`src/rtl/fetch_port_pkg.sv`:
```
// Shared definitions for the instruction fetch port: default widths, the
// opcode-to-argument byte offset and the fetch FSM state encoding.
package fetch_port_pkg;

  localparam int FETCH_ADDR_W     = 16;
  localparam int FETCH_DATA_W     = 16;
  // Also used by the fetch unit's PC increment logic.
  localparam int FETCH_ARG_OFFSET = 2;

  typedef enum logic [1:0] {
    IDLE  = 2'd0,
    OPC   = 2'd1,
    ARG   = 2'd2,
    DRAIN = 2'd3
  } fetch_state_e;

endpackage

```
`src/rtl/fetch_port_if.sv`:
```
// Bundle of fetch-unit and memory-bus signals for fetch_port.
// master = environment (fetch unit + memory), slave = fetch_port itself.
interface fetch_port_if
  import fetch_port_pkg::*;
#(
  parameter int ADDR_W = FETCH_ADDR_W,
  parameter int DATA_W = FETCH_DATA_W
);

  // Handshakes: fetch side completes when fetch_req & ~hold (opc/arg valid that
  // cycle); memory side completes when mem_rd & mem_ready, and mem_rd/mem_addr
  // stay stable until then (only rst may drop them).
  logic              fetch_req;
  logic [ADDR_W-1:0] fetch_pc;
  logic              flush;
  logic [DATA_W-1:0] fetch_opc;
  logic [DATA_W-1:0] fetch_arg;
  logic              hold;
  logic [ADDR_W-1:0] mem_addr;
  logic              mem_rd;
  logic [DATA_W-1:0] mem_rdata;
  logic              mem_ready;
  fetch_state_e      dbg_state;

  modport master (
    output fetch_req, fetch_pc, flush, mem_rdata, mem_ready,
    input  fetch_opc, fetch_arg, hold, mem_addr, mem_rd, dbg_state
  );

  modport slave (
    input  fetch_req, fetch_pc, flush, mem_rdata, mem_ready,
    output fetch_opc, fetch_arg, hold, mem_addr, mem_rd, dbg_state
  );

endinterface

```
`src/rtl/fetch_port.sv`:
```
// Fetch port: buffers one opcode/argument word pair read over a wait-state bus.
// Optional FETCH_PREFETCH_EN reuses the previous argument word as the next opcode.
module fetch_port
  import fetch_port_pkg::*;
#(
  parameter int ADDR_W     = FETCH_ADDR_W,
  parameter int DATA_W     = FETCH_DATA_W,
  parameter int ARG_OFFSET = FETCH_ARG_OFFSET
) (
  input  logic         clk,
  input  logic         rst,
  fetch_port_if.slave  bus
);

  fetch_state_e      state_q, state_d;
  logic [ADDR_W-1:1] tag_q;
  logic [ADDR_W-1:1] pc_q;
  logic [DATA_W-1:0] opc_q, arg_q;
  logic              v_q;
  logic              drain_arg_q;

  logic              hit, hold, consume, start, seq_hit;
  logic              opc_done, arg_done, flush_busy;
  logic [ADDR_W-1:0] opc_addr, arg_addr;

  assign hit        = v_q && (tag_q == bus.fetch_pc[ADDR_W-1:1]);
  assign hold       = bus.fetch_req && !(state_q == IDLE && hit && !bus.flush);
  assign consume    = bus.fetch_req && !hold;
  assign start      = (state_q == IDLE) && bus.fetch_req && !hit && !bus.flush;
  assign opc_done   = (state_q == OPC) && bus.mem_ready && !bus.flush;
  assign arg_done   = (state_q == ARG) && bus.mem_ready && !bus.flush;
  assign flush_busy = bus.flush && (state_q == OPC || state_q == ARG);
  assign opc_addr   = {pc_q, 1'b0};
  assign arg_addr   = opc_addr + ADDR_W'(ARG_OFFSET);

`ifdef FETCH_PREFETCH_EN
  logic              arg_v_q;
  logic [ADDR_W-2:0] next_word;

  // Word-sequential successor of the buffered opcode; wraps with the address space.
  assign next_word = tag_q + (ADDR_W-1)'(ARG_OFFSET / 2);
  assign seq_hit   = arg_v_q && (bus.fetch_pc[ADDR_W-1:1] == next_word);

  always_ff @(posedge clk) begin
    if (rst) begin
      arg_v_q <= 1'b0;
    end else if (bus.flush) begin
      arg_v_q <= 1'b0;
    end else if (arg_done) begin
      arg_v_q <= 1'b1;
    end
  end
`else
  assign seq_hit = 1'b0;
`endif

  always_comb begin
    state_d      = state_q;
    bus.mem_rd   = 1'b0;
    bus.mem_addr = '0;
    case (state_q)
      IDLE: begin
        if (start) state_d = seq_hit ? ARG : OPC;
      end
      OPC: begin
        bus.mem_rd   = 1'b1;
        bus.mem_addr = opc_addr;
        if (bus.flush)          state_d = DRAIN;
        else if (bus.mem_ready) state_d = ARG;
      end
      ARG: begin
        bus.mem_rd   = 1'b1;
        bus.mem_addr = arg_addr;
        if (bus.flush)          state_d = DRAIN;
        else if (bus.mem_ready) state_d = IDLE;
      end
      DRAIN: begin
        // Keep presenting whichever read was cut short until the bus completes it.
        bus.mem_rd   = 1'b1;
        bus.mem_addr = drain_arg_q ? arg_addr : opc_addr;
        if (bus.mem_ready) state_d = IDLE;
      end
      default: state_d = IDLE;
    endcase
  end

  always_ff @(posedge clk) begin
    if (rst) begin
      state_q     <= IDLE;
      tag_q       <= '0;
      pc_q        <= '0;
      opc_q       <= '0;
      arg_q       <= '0;
      v_q         <= 1'b0;
      drain_arg_q <= 1'b0;
    end else begin
      state_q <= state_d;
      if (start) begin
        pc_q <= bus.fetch_pc[ADDR_W-1:1];
        if (seq_hit) opc_q <= arg_q;
      end
      if (opc_done) opc_q <= bus.mem_rdata;
      if (arg_done) begin
        arg_q <= bus.mem_rdata;
        tag_q <= pc_q;
        v_q   <= 1'b1;
      end
      if (consume) v_q <= 1'b0;
      if (flush_busy) drain_arg_q <= (state_q == ARG);
      // Flush wins over consume and over a read completing in the same cycle.
      if (bus.flush) v_q <= 1'b0;
    end
  end

  assign bus.hold      = hold;
  assign bus.fetch_opc = opc_q;
  assign bus.fetch_arg = arg_q;
  assign bus.dbg_state = state_q;

endmodule
```
`src/flat_wrapper.sv`:
```
// flat-port wrapper written by rule: the top's interface ports become plain ports
module fetch_port_flat import fetch_port_pkg::*;
#(
  parameter int ADDR_W     = FETCH_ADDR_W,
  parameter int DATA_W     = FETCH_DATA_W,
  parameter int ARG_OFFSET = FETCH_ARG_OFFSET
)
  (clk, rst, bus_fetch_req, bus_fetch_pc, bus_flush, bus_mem_rdata, bus_mem_ready, bus_fetch_opc, bus_fetch_arg, bus_hold, bus_mem_addr, bus_mem_rd, bus_dbg_state);
  fetch_port_if #(.ADDR_W(ADDR_W), .DATA_W(DATA_W)) bus_i ();
  input  logic clk;
  input  logic rst;
  input wire logic [$bits(bus_i.fetch_req)-1:0] bus_fetch_req;
  input wire logic [$bits(bus_i.fetch_pc)-1:0] bus_fetch_pc;
  input wire logic [$bits(bus_i.flush)-1:0] bus_flush;
  input wire logic [$bits(bus_i.mem_rdata)-1:0] bus_mem_rdata;
  input wire logic [$bits(bus_i.mem_ready)-1:0] bus_mem_ready;
  output wire logic [$bits(bus_i.fetch_opc)-1:0] bus_fetch_opc;
  output wire logic [$bits(bus_i.fetch_arg)-1:0] bus_fetch_arg;
  output wire logic [$bits(bus_i.hold)-1:0] bus_hold;
  output wire logic [$bits(bus_i.mem_addr)-1:0] bus_mem_addr;
  output wire logic [$bits(bus_i.mem_rd)-1:0] bus_mem_rd;
  output wire logic [$bits(bus_i.dbg_state)-1:0] bus_dbg_state;
  assign bus_i.fetch_req = bus_fetch_req;
  assign bus_i.fetch_pc = bus_fetch_pc;
  assign bus_i.flush = bus_flush;
  assign bus_i.mem_rdata = bus_mem_rdata;
  assign bus_i.mem_ready = bus_mem_ready;
  assign bus_fetch_opc = bus_i.fetch_opc;
  assign bus_fetch_arg = bus_i.fetch_arg;
  assign bus_hold = bus_i.hold;
  assign bus_mem_addr = bus_i.mem_addr;
  assign bus_mem_rd = bus_i.mem_rd;
  assign bus_dbg_state = bus_i.dbg_state;
  fetch_port #(.ADDR_W(ADDR_W), .DATA_W(DATA_W), .ARG_OFFSET(ARG_OFFSET)) u_core (.clk(clk), .rst(rst), .bus(bus_i));
endmodule
```
`config.mk`:
```
export PLATFORM = sky130hd
export DESIGN_NAME = fetch_port_flat
export DESIGN_NICKNAME = d
export VERILOG_FILES = /design/src/rtl/fetch_port_pkg.sv /design/src/rtl/fetch_port_if.sv /design/src/rtl/fetch_port.sv /design/src/flat_wrapper.sv
export SDC_FILE = /design/constraint.sdc
export NUM_CORES = 1
export LEC_CHECK = 0
export BUFFER_PORTS_ARGS = -buffer_cell sky130_fd_sc_hd__buf_2
export CORE_MARGIN = 10
export CORE_UTILIZATION = 56
export DETAILED_ROUTE_END_ITERATION = 8
export PLACE_DENSITY = 0.85
export SYNTH_ARGS = -nofsm -noshare
export SYNTH_HDL_FRONTEND = slang
export SYNTH_SLANG_ARGS = --single-unit
```
`constraint.sdc`:
```
create_clock -name clk -period 4 [get_ports clk]
set_input_delay 0.4 -clock clk [delete_from_list [all_inputs] [get_ports clk]]
set_output_delay 0.4 -clock clk [all_outputs]
set_load 0.02 [all_outputs]
```
# Word level (Yosys, flattened, before mapping)
# Cells that the tools add are included.
# word_totals
reg_bits,66
in_bits,37
output_inout_bits,52
# op_classes
mux,9
n_eq_ne,6
reduce_logical,22
addsub,1
# op_table
cell,count
$pmux W16 S3,1
$add A16 B2 Y16 const B,1
$mux W16,1
$eq A15 B15 Y1,1
$logic_and A1 B1 Y1,13
$mux W2,5
$pmux W2 S4,1
$reduce_or A3 Y1,2
$eq A2 B2 Y1 const B,2
$logic_not A1 Y1,4
$ne A3 B3 Y1 const B,1
$eq A2 B1 Y1 const B,1
$logic_not A2 Y1,1
$ne A2 B1 Y1 const B,1
$reduce_and A2 Y1,1
$logic_or A1 B1 Y1,1
$mux W1,1

# Longest topological paths before layout
# Gate-level depths: netlist of the first run.
# depth
ltp_word,9
ltp_mapped,8
ltp_nobuf,7

# Least setup slack after synthesis of the first run
# OpenSTA, ideal clock, no wires.
# synth_path
kind,flip-flop to output port
startpoint,"register u_core.state_q[1], in the netlist u_core.bus.dbg_state[1]"
endpoint,output port bus_mem_addr[4]
required_time_ps,3600
arrival_ps,2019
path_slack_ps,1581
n_path_buf,1
path_stages_with_launch,6
cell_sequence,dfxtp_1 ha_1 a21o_1 clkbuf_1 a41oi_1 nor4_1
# synth_via
elab_chain_cells,2
word_cells_on_any_way,4
# synth_lines
item,line,text
from (decl),fetch_port.sv:15,"fetch_state_e state_q, state_d;"
from (signal assigned),fetch_port.sv:97,state_q <= state_d;
$eq A2 B2 Y1 or $eq A2 B1 Y1 (tied branches),fetch_port.sv:61,case (state_q)
$pmux W16 S3 (*),fetch_port.sv:61,
to (decl),flat_wrapper.sv:20,output wire logic [$bits(bus_i.mem_addr)-1:0] bus_mem_addr;
# Mark *: on every way between the ends. The rest lies on a longest branch, timed or not.

# Worst setup path after layout of the first run
# layout_path
startpoint,"register u_core.state_q[0], in the netlist u_core.bus.dbg_state[0]"
endpoint,output port bus_mem_addr[15]
# The elaborated chain is that of the path after synthesis.

==> impl_metrics.toml, run 1 <==
[min_path]
min_path_type = "input port to register"

[die]
coreArea_mm2 = 0.00561
die_h_um = 96.6
ioPinCount = 89
dieArea_mm2 = 0.00934
std_cell_rows = 27
initial_core_util = 0.587
die_w_um = 96.6

[critical_path]
startpoint_type = "register"
critical_path_class = "register to primary output"
path_cells = "inv_1, ha_1, a21oi_1, nor2_1, nand2_1, a31o_2, nand3_1, buf_2"
cp_max_fo = 13
critical_path_arrival_ps = 2660
cpMaxStageDelayCell = "a21oi_1"
max_stage_delay_ps = 750
end_kind = "primary output"
required_ps = 3600

[global_routing]
antenna_found_initial = 0
groute.usage.overall = 0.183
grt_pass1_vias = 3017
grt_overflow = 0
grt_start_max_net_pins = 47
grt_pass1_wl_um = 14600

[clocking]
cts_hold_buf = 0
clk_pin_slew_ps = 80
cts_max_path_buffers = 2
cts.repair.resized = 0
cts_tree = "done"
root_buffer = "clkbuf_8"
insertion_delay_ps = 340
postCtsSetupRepairBufs = 0
htree_levels = 3
cts_inserted_buffers = 9
clock-sinks = 66

[finish]
syn2layout_area_growth_pct = 18.8
drive_above_1_share = 0.223
antennaDiodeCount = 0
multiInputGateArea_mm2 = 0.00182
nets = 540
seq_area_mm2 = 0.00132
fill_cells = 495
final_util = 0.697

[routing]
num_vias = 3173
viasPerCell = 5.53
post_drt_wl_per_cell_um = 15.7
dr.pass1.iters = 4
ant_nets = 0
drc = 0
drt-initial-drc-count = 207
finalWirelength_um = 8990

[yosys]
async_flop_share = 0
synth_area_mm2 = 0.00329
ys_types = 47
synth_common_cells = "nand2_1 (109), dfxtp_1 (66), a21oi_1 (59), nand2b_1 (29), clkbuf_1 (26)"
ys.warnings.count = 0
synth_nets = 470
yosysTopAreaCellShare = 0.402
netlist_instances = 427
yosys_most_used_dff = "dfxtp_1"
yosysMostFrequentCell = "nand2_1"
ys_ff_latch = 66
ys_seq_area_frac = 0.402
synthTopCellsByArea = "dfxtp_1 (40%), nand2_1 (12%), a21oi_1 (9.0%)"
netlist.top_cell.by_area = "dfxtp_1"
syn_area_per_cell_um2 = 7.70
synth_edf_count = 0

[timing]
fmax_ghz = 0.326
hold_viol = 0
fin_crit_ps = 3060
finClkSkew_ps = 8.67
rsz0062_at_grt = "no"
period_share = 0.766
final.setup.tns_ps = 0
finalMaxSlewViolations = 0
setup_viol = 0
max_slew.worst_pin.slew_ps = 1150
worst_hold_slack_ps = 294
max-slew-margin-rel = 0.235

[placed_design]
gp_congestion = 0.799
io_buffers = 86
post-dp-hpwl_um = 6520

[pwr]
vdd.ir_drop.worst_mv = 0.325
p_per_area_mw_per_mm2 = 483
leakage_nw = 1.57

[status]
status = "complete, no violations"

[job]
drv_cap = 0
[layout make-up]
type	instances	area share
clock inverter	7	0.0198
multi-input combinational	324	0.466
inverter	8	0.00768
timing repair buffer	88	0.114
clock buffer	9	0.0317
tap	72	0.0230
sequential	66	0.338
[per-layer routing]
metal	global-route usage	routed length (µm)
met5	0	0
met4	0.0722	202
met3	0.0546	572
met2	0.314	4600
met1	0.207	3610
[state kept, by name (all words and copies together), names as in the netlist]
| signal | cells |
|---|---|
| u_core.bus.dbg_state | 2 |
| u_core.bus.fetch_arg | 16 |
| u_core.bus.fetch_opc | 16 |
| u_core.drain_arg_q | 1 |
| u_core.pc_q | 15 |
| u_core.tag_q | 15 |
| u_core.v_q | 1 |
[worst paths after layout]
check / from / endpoint / slack (ps) / cells past startpoint
setup / recovery: u_core.bus.dbg_state[0] / bus_mem_addr[15] / 940 / 8
hold / removal: bus_mem_rdata[11] / u_core.bus.fetch_opc[11] / 290 / 3
setup reg to reg: u_core.bus.dbg_state[0] / u_core.pc_q[12] / 1750 / 6
hold reg to reg: u_core.bus.fetch_opc[3] / u_core.bus.fetch_opc[3] / 450 / 2
[stage by stage]
step                instances  setup slack (ps)  area [µm²]  total power [mW]
finish                    574               937        3910              1.89
floorplan                 427              1580        3290              1.17
detailed placement        558              1380        3710              1.33
global placement          558              1450        3710              1.31
CTS                       574               983        3910              1.89
global route              574               679        3910              2.00
[placed cells by master (no fill, tap or decap), types with 8 or more instances in the layout]
| cell | synthesis | layout |
|---|---|---|
| nand4_1 | 8 | 8 |
| nand2b_1 | 29 | 29 |
| a21oi_1 | 59 | 59 |
| nor2_1 | 17 | 17 |
| inv_1 | 8 | 8 |
| o21ai_0 | 9 | 9 |
| dfxtp_1 | 66 | 66 |
| xnor2_1 | 15 | 15 |
| mux2i_1 | 15 | 15 |
| buf_2 | 1 | 86 |
| clkbuf_8 | 0 | 9 |
| nand2_1 | 109 | 109 |
[kinds of logic (layout without fill, tap and decap cells)]
group,Yosys count,in the layout,synth area share
compound gates,92,92,0.160
other cells,1,1,0.00114
simple gates,195,195,0.284
buf+inv,37,112,0.0449
fa+ha+maj,6,6,0.0228
flops,66,66,0.402
xor+xnor,15,15,0.0399
mux,15,15,0.0456
[critical path: cells and delay by family (launching register included)]
family          cells  cell delay (ps)
buf+inv             2              290
fa+ha+maj           1              320
flops               1              460
compound gates      2              860
simple gates        3              390
[power breakdown]
part           switching (mW)  internal (mW)
clock network           0.274          0.293
registers              0.0636          0.706
logic                   0.359          0.191
No activity file was read; power rests on OpenSTA's default activity.
==> run 2: changes to the inputs <==
--- a/config.mk
+++ b/config.mk
@@ -7,9 +7,9 @@
 export LEC_CHECK = 0
 export BUFFER_PORTS_ARGS = -buffer_cell sky130_fd_sc_hd__buf_2
 export CORE_MARGIN = 10
-export CORE_UTILIZATION = 56
+export CORE_UTILIZATION = 47
 export DETAILED_ROUTE_END_ITERATION = 8
-export PLACE_DENSITY = 0.85
+export PLACE_DENSITY = 0.77
 export SYNTH_ARGS = -nofsm -noshare
 export SYNTH_HDL_FRONTEND = slang
 export SYNTH_SLANG_ARGS = --single-unit
==> constraint.sdc (replaced) <==
create_clock -name clk -period 2.45 [get_ports clk]
set_input_delay 0.245 -clock clk [delete_from_list [all_inputs] [get_ports clk]]
set_output_delay 0.245 -clock clk [all_outputs]
set_load 0.02 [all_outputs]
==> impl_metrics.toml, run 2 (synthesized netlist as in run 1, its figures left out) <==
[global_routing]
groute.usage.overall = 0.163
grt_pass1_wl_um = 14900
grt_start_max_net_pins = 35
antenna_found_initial = 1
grt_pass1_vias = 2955
grt_overflow = 0

[pwr]
p_per_area_mw_per_mm2 = 777
combinationalPowerShare = 0.310
p_seq_frac = 0.393
leakage_nw = 1.63
vdd.ir_drop.worst_mv = 0.331
switchingPower_mw = 1.16
clkPwrFrac = 0.297
intPower_mw = 2.03
switching_share = 0.364

[critical_path]
end_kind = "primary output"
critical_path_arrival_ps = 2150
startpoint = "u_core.pc_q[3]"
required_ps = 2200
rr_startpoint = "u_core.bus.dbg_state[0]"
critical_path_class = "register to primary output"
cp_max_fo = 7
startpoint_type = "register"

[clocking]
htree_levels = 3
root_buffer = "clkbuf_8"
cts_max_path_buffers = 2
clock-sinks = 66
clk_pin_slew_ps = 80
cts_tree = "done"
cts_inserted_buffers = 9
cts_hold_buf = 0
insertion_delay_ps = 340

[placed_design]
gp_congestion = 0.863
post-dp-hpwl_um = 6590
pre_cts_ws_ps = 185
placed_cell_area_mm2 = 0.00381
io_buffers = 86

[timing]
setup_ws_ps = 50.8
hold_viol = 0
period_share = 0.979
max_slew.worst_pin.slew_ps = 616
fmax_ghz = 0.417
setup_viol = 0
finalMaxSlewViolations = 0
fin_crit_ps = 2400
final.setup.tns_ps = 0
finClkSkew_ps = 9.59
max-slew-margin-rel = 0.588

[die]
dieArea_mm2 = 0.0107
std_cell_rows = 30
initial_core_util = 0.484
coreArea_mm2 = 0.00679
ioPinCount = 89
die_h_um = 104
die_w_um = 104

[finish]
syn2layout_area_growth_pct = 24.8
final_cell_mix = "nand2_1 (109), buf_2 (84), dfxtp_1 (59)"
drive_above_1_share = 0.266
fin_area_mm2 = 0.00411
nets = 550
final_common_cell = "nand2_1"

[routing]
viasPerCell = 5.23
drc = 0
ant_nets = 0
drt-initial-drc-count = 158
dr.pass1.iters = 7
finalWirelength_um = 9150
post_drt_wl_per_cell_um = 15.0
num_vias = 3185

[min_path]
min_path_type = "input port to register"
min_from = "bus_mem_rdata[1]"

[job]
drv_cap = 0

[status]
status = "complete, no violations"
run 2: routing by layer:
layer / track usage / share of wire / vias up
met1: 0.202 / 0.43 / 1474
met3: 0.0335 / 0.052 / 14
li1: - / - / 1603
met5: 0 / 0 / -
met4: 0.0626 / 0.016 / 0
met2: 0.271 / 0.50 / 94
run 2: layout make-up:
| type | instances | area, µm² |
|---|---|---|
| fillers | 627 | 2690 |
| multi-input cells | 324 | 1880 |
| flip-flops and latches | 66 | 1340 |
| repair buffers | 98 | 538 |
| clock buffers | 11 | 141 |
| well taps | 96 | 120 |
| clock inverters | 5 | 61.3 |
| inverters | 8 | 30.0 |
| diodes | 1 | 2.50 |
run 2: stage by stage:
step	cells	power (mW)	utilization	hold WS, ps
4_1_cts	606	3.17	0.592	130
6_report	609	3.19	0.604	144
3_5_place_dp	590	2.22	0.561	446
3_3_place_gp	590	2.20	0.561	439
2_1_floorplan	427	1.91	-	345
5_1_grt	609	3.38	0.604	145
run 2: worst paths after layout:
path / slack (ps) / cells after the start / endpoint
worst max-delay path: 50 / 5 / bus_mem_addr[10]
worst min-delay path: 140 / 3 / u_core.bus.fetch_arg[1]
worst max register to register: 470 / 6 / u_core.pc_q[2]
worst min register to register: 450 / 2 / u_core.bus.fetch_arg[5]
run 2: worst max-delay path, stage by stage, from the launching register on:
cell	delay, ps
dfxtp_2	400
nand4_4	140
or3_4	420
or4_1	480
a31oi_1	210
buf_4	170
run 2: timing repair:
item	CTS	global route
setup endpoints to repair	11	22
resized for setup	8	16
setup buffers	0	2
run 2: power by group through the flow:
stage / Clock (mW) / Combinational [mW] / Sequential (mW)
after global placement: 0 / 0.938 / 1.26
after global routing: 1.01 / 1.11 / 1.27
final: 0.948 / 0.989 / 1.26
after CTS: 0.965 / 0.965 / 1.24
after floorplan: 0 / 0.615 / 1.30
after detailed placement: 0 / 0.955 / 1.26
==> run 3: changes to the inputs <==
--- a/config.mk
+++ b/config.mk
@@ -6,10 +6,12 @@
 export NUM_CORES = 1
 export LEC_CHECK = 0
 export BUFFER_PORTS_ARGS = -buffer_cell sky130_fd_sc_hd__buf_2
+export CELL_PAD_IN_SITES_DETAIL_PLACEMENT = 0
+export CELL_PAD_IN_SITES_GLOBAL_PLACEMENT = 2
 export CORE_MARGIN = 10
-export CORE_UTILIZATION = 47
+export CORE_UTILIZATION = 26
 export DETAILED_ROUTE_END_ITERATION = 8
-export PLACE_DENSITY = 0.77
+export PLACE_DENSITY = 0.76
 export SYNTH_ARGS = -nofsm -noshare
 export SYNTH_HDL_FRONTEND = slang
 export SYNTH_SLANG_ARGS = --single-unit
==> impl_metrics.toml, run 3 (synthesized netlist as in run 1, its figures left out) <==
[routing]
met1_length_um = 4670
finalWirelength_um = 10100
post_drt_wl_per_cell_um = 14.6
viasPerCell = 4.52
met3_length_um = 691
top_layer = "met4"
drt-initial-drc-count = 128
wl_met2_um = 4550
dr.pass1.iters = 4
num_vias = 3117
ant_nets = 0
drc = 0

[finish]
final_util = 0.346
final_cell_mix = "nand2_1 (109), buf_2 (84), dfxtp_1 (60)"
drive_above_1_share = 0.271
syn2layout_area_growth_pct = 31.8
final_common_cell = "nand2_1"
nets = 555
fin_area_mm2 = 0.00433

[clocking]
cts_hold_buf = 0
clock-sinks = 66
root_buffer = "clkbuf_16"
cts_max_path_buffers = 2
cts_inserted_buffers = 9
clk_pin_slew_ps = 60
cts_tree = "done"
insertion_delay_ps = 330
htree_levels = 3

[timing]
finalMaxSlewViolations = 0
rsz0062_at_grt = "no"
fin_crit_ps = 2350
period_share = 0.960
final.setup.tns_ps = 0
setup_ws_ps = 97.5
finClkSkew_ps = 7.62
setup_viol = 0
hold_viol = 0
max-slew-margin-rel = 0.312
max_slew.worst_pin.slew_ps = 1030
fmax_ghz = 0.425

[pwr]
leakage_nw = 1.71
clkPwrFrac = 0.377
combinationalPowerShare = 0.278
switchingPower_mw = 1.19
vdd.ir_drop.worst_mv = 0.260
finalPower_mw = 3.65
p_per_area_mw_per_mm2 = 841
p_seq_frac = 0.345
switching_share = 0.327
intPower_mw = 2.46

[die]
std_cell_rows = 41
die_h_um = 132
coreArea_mm2 = 0.0125
die_w_um = 132
dieArea_mm2 = 0.0176
initial_core_util = 0.263
ioPinCount = 89

[status]
status = "complete, no violations"

[critical_path]
cp_max_fo = 13
startpoint_type = "register"
end_kind = "primary output"
required_ps = 2200
critical_path_class = "register to primary output"
critical_path_arrival_ps = 2110

[placed_design]
post-dp-hpwl_um = 7510
io_buffers = 86
pre_cts_ws_ps = 225
placed_cell_area_mm2 = 0.00393
gp_congestion = 0.775

[min_path]
min_path_type = "input port to register"

[global_routing]
grt_overflow = 0
antenna_found_initial = 1
grt_start_max_net_pins = 49
grt_pass1_vias = 3166
groute.usage.overall = 0.114
grt_pass1_wl_um = 16300

[job]
drv_cap = 0
[run 3: layer usage]
layer,track usage,up-vias
li1,-,1616
met1,0.137,1431
met2,0.180,61
met3,0.0450,9
met4,0.0446,0
met5,0,-
[run 3: metrics by stage]
step	hold WS, ps	std cells
after global routing	166	688
after global placement	441	671
final	161	689
after detailed placement	447	671
after floorplan	345	427
after CTS	145	686
[run 3: path summary, 6_finish.rpt]
path / start / end / slack (ps) / cells after the start
setup / recovery: u_core.bus.dbg_state[0] / bus_mem_addr[6] / 100 / 7
hold / removal: bus_mem_rdata[0] / u_core.bus.fetch_opc[0] / 160 / 3
setup reg to reg: u_core.bus.dbg_state[1] / u_core.pc_q[6] / 300 / 6
hold reg to reg: u_core.bus.fetch_opc[0] / u_core.bus.fetch_opc[0] / 450 / 2
[run 3: final cells by class]
type / instances / area (µm²)
antenna: 1 / 2.50
multi-input combinational: 324 / 1870
fill: 1378 / 8180
sequential: 66 / 1340
clock inverter: 5 / 78.8
timing repair buffer: 103 / 563
clock buffer: 10 / 239
inverter: 8 / 30.0
tap: 172 / 215
[run 3: what timing repair did]
item / in CTS / in global routing
buffers inserted: 0 / 2
setup endpoints to repair: 5 / 5
pin swaps: 0 / 1
gates resized for setup: 9 / 14
[run 3: power groups by stage]
stage | Combinational (mW) | Clock, mW | Sequential, mW
floorplan | 0.615 | 0 | 1.30
global placement | 1.01 | 0 | 1.26
detailed placement | 1.01 | 0 | 1.26
CTS | 1.02 | 1.41 | 1.25
global route | 1.13 | 1.45 | 1.27
finish | 1.01 | 1.38 | 1.26
[run 3: worst max-delay path, stage by stage, from the launching register on]
cell and delay, ps:
dfxtp_4 370, inv_2 90, ha_2 210, a21oi_1 50, buf_4 180, or4_2 560
a21oi_2 170, buf_4 150
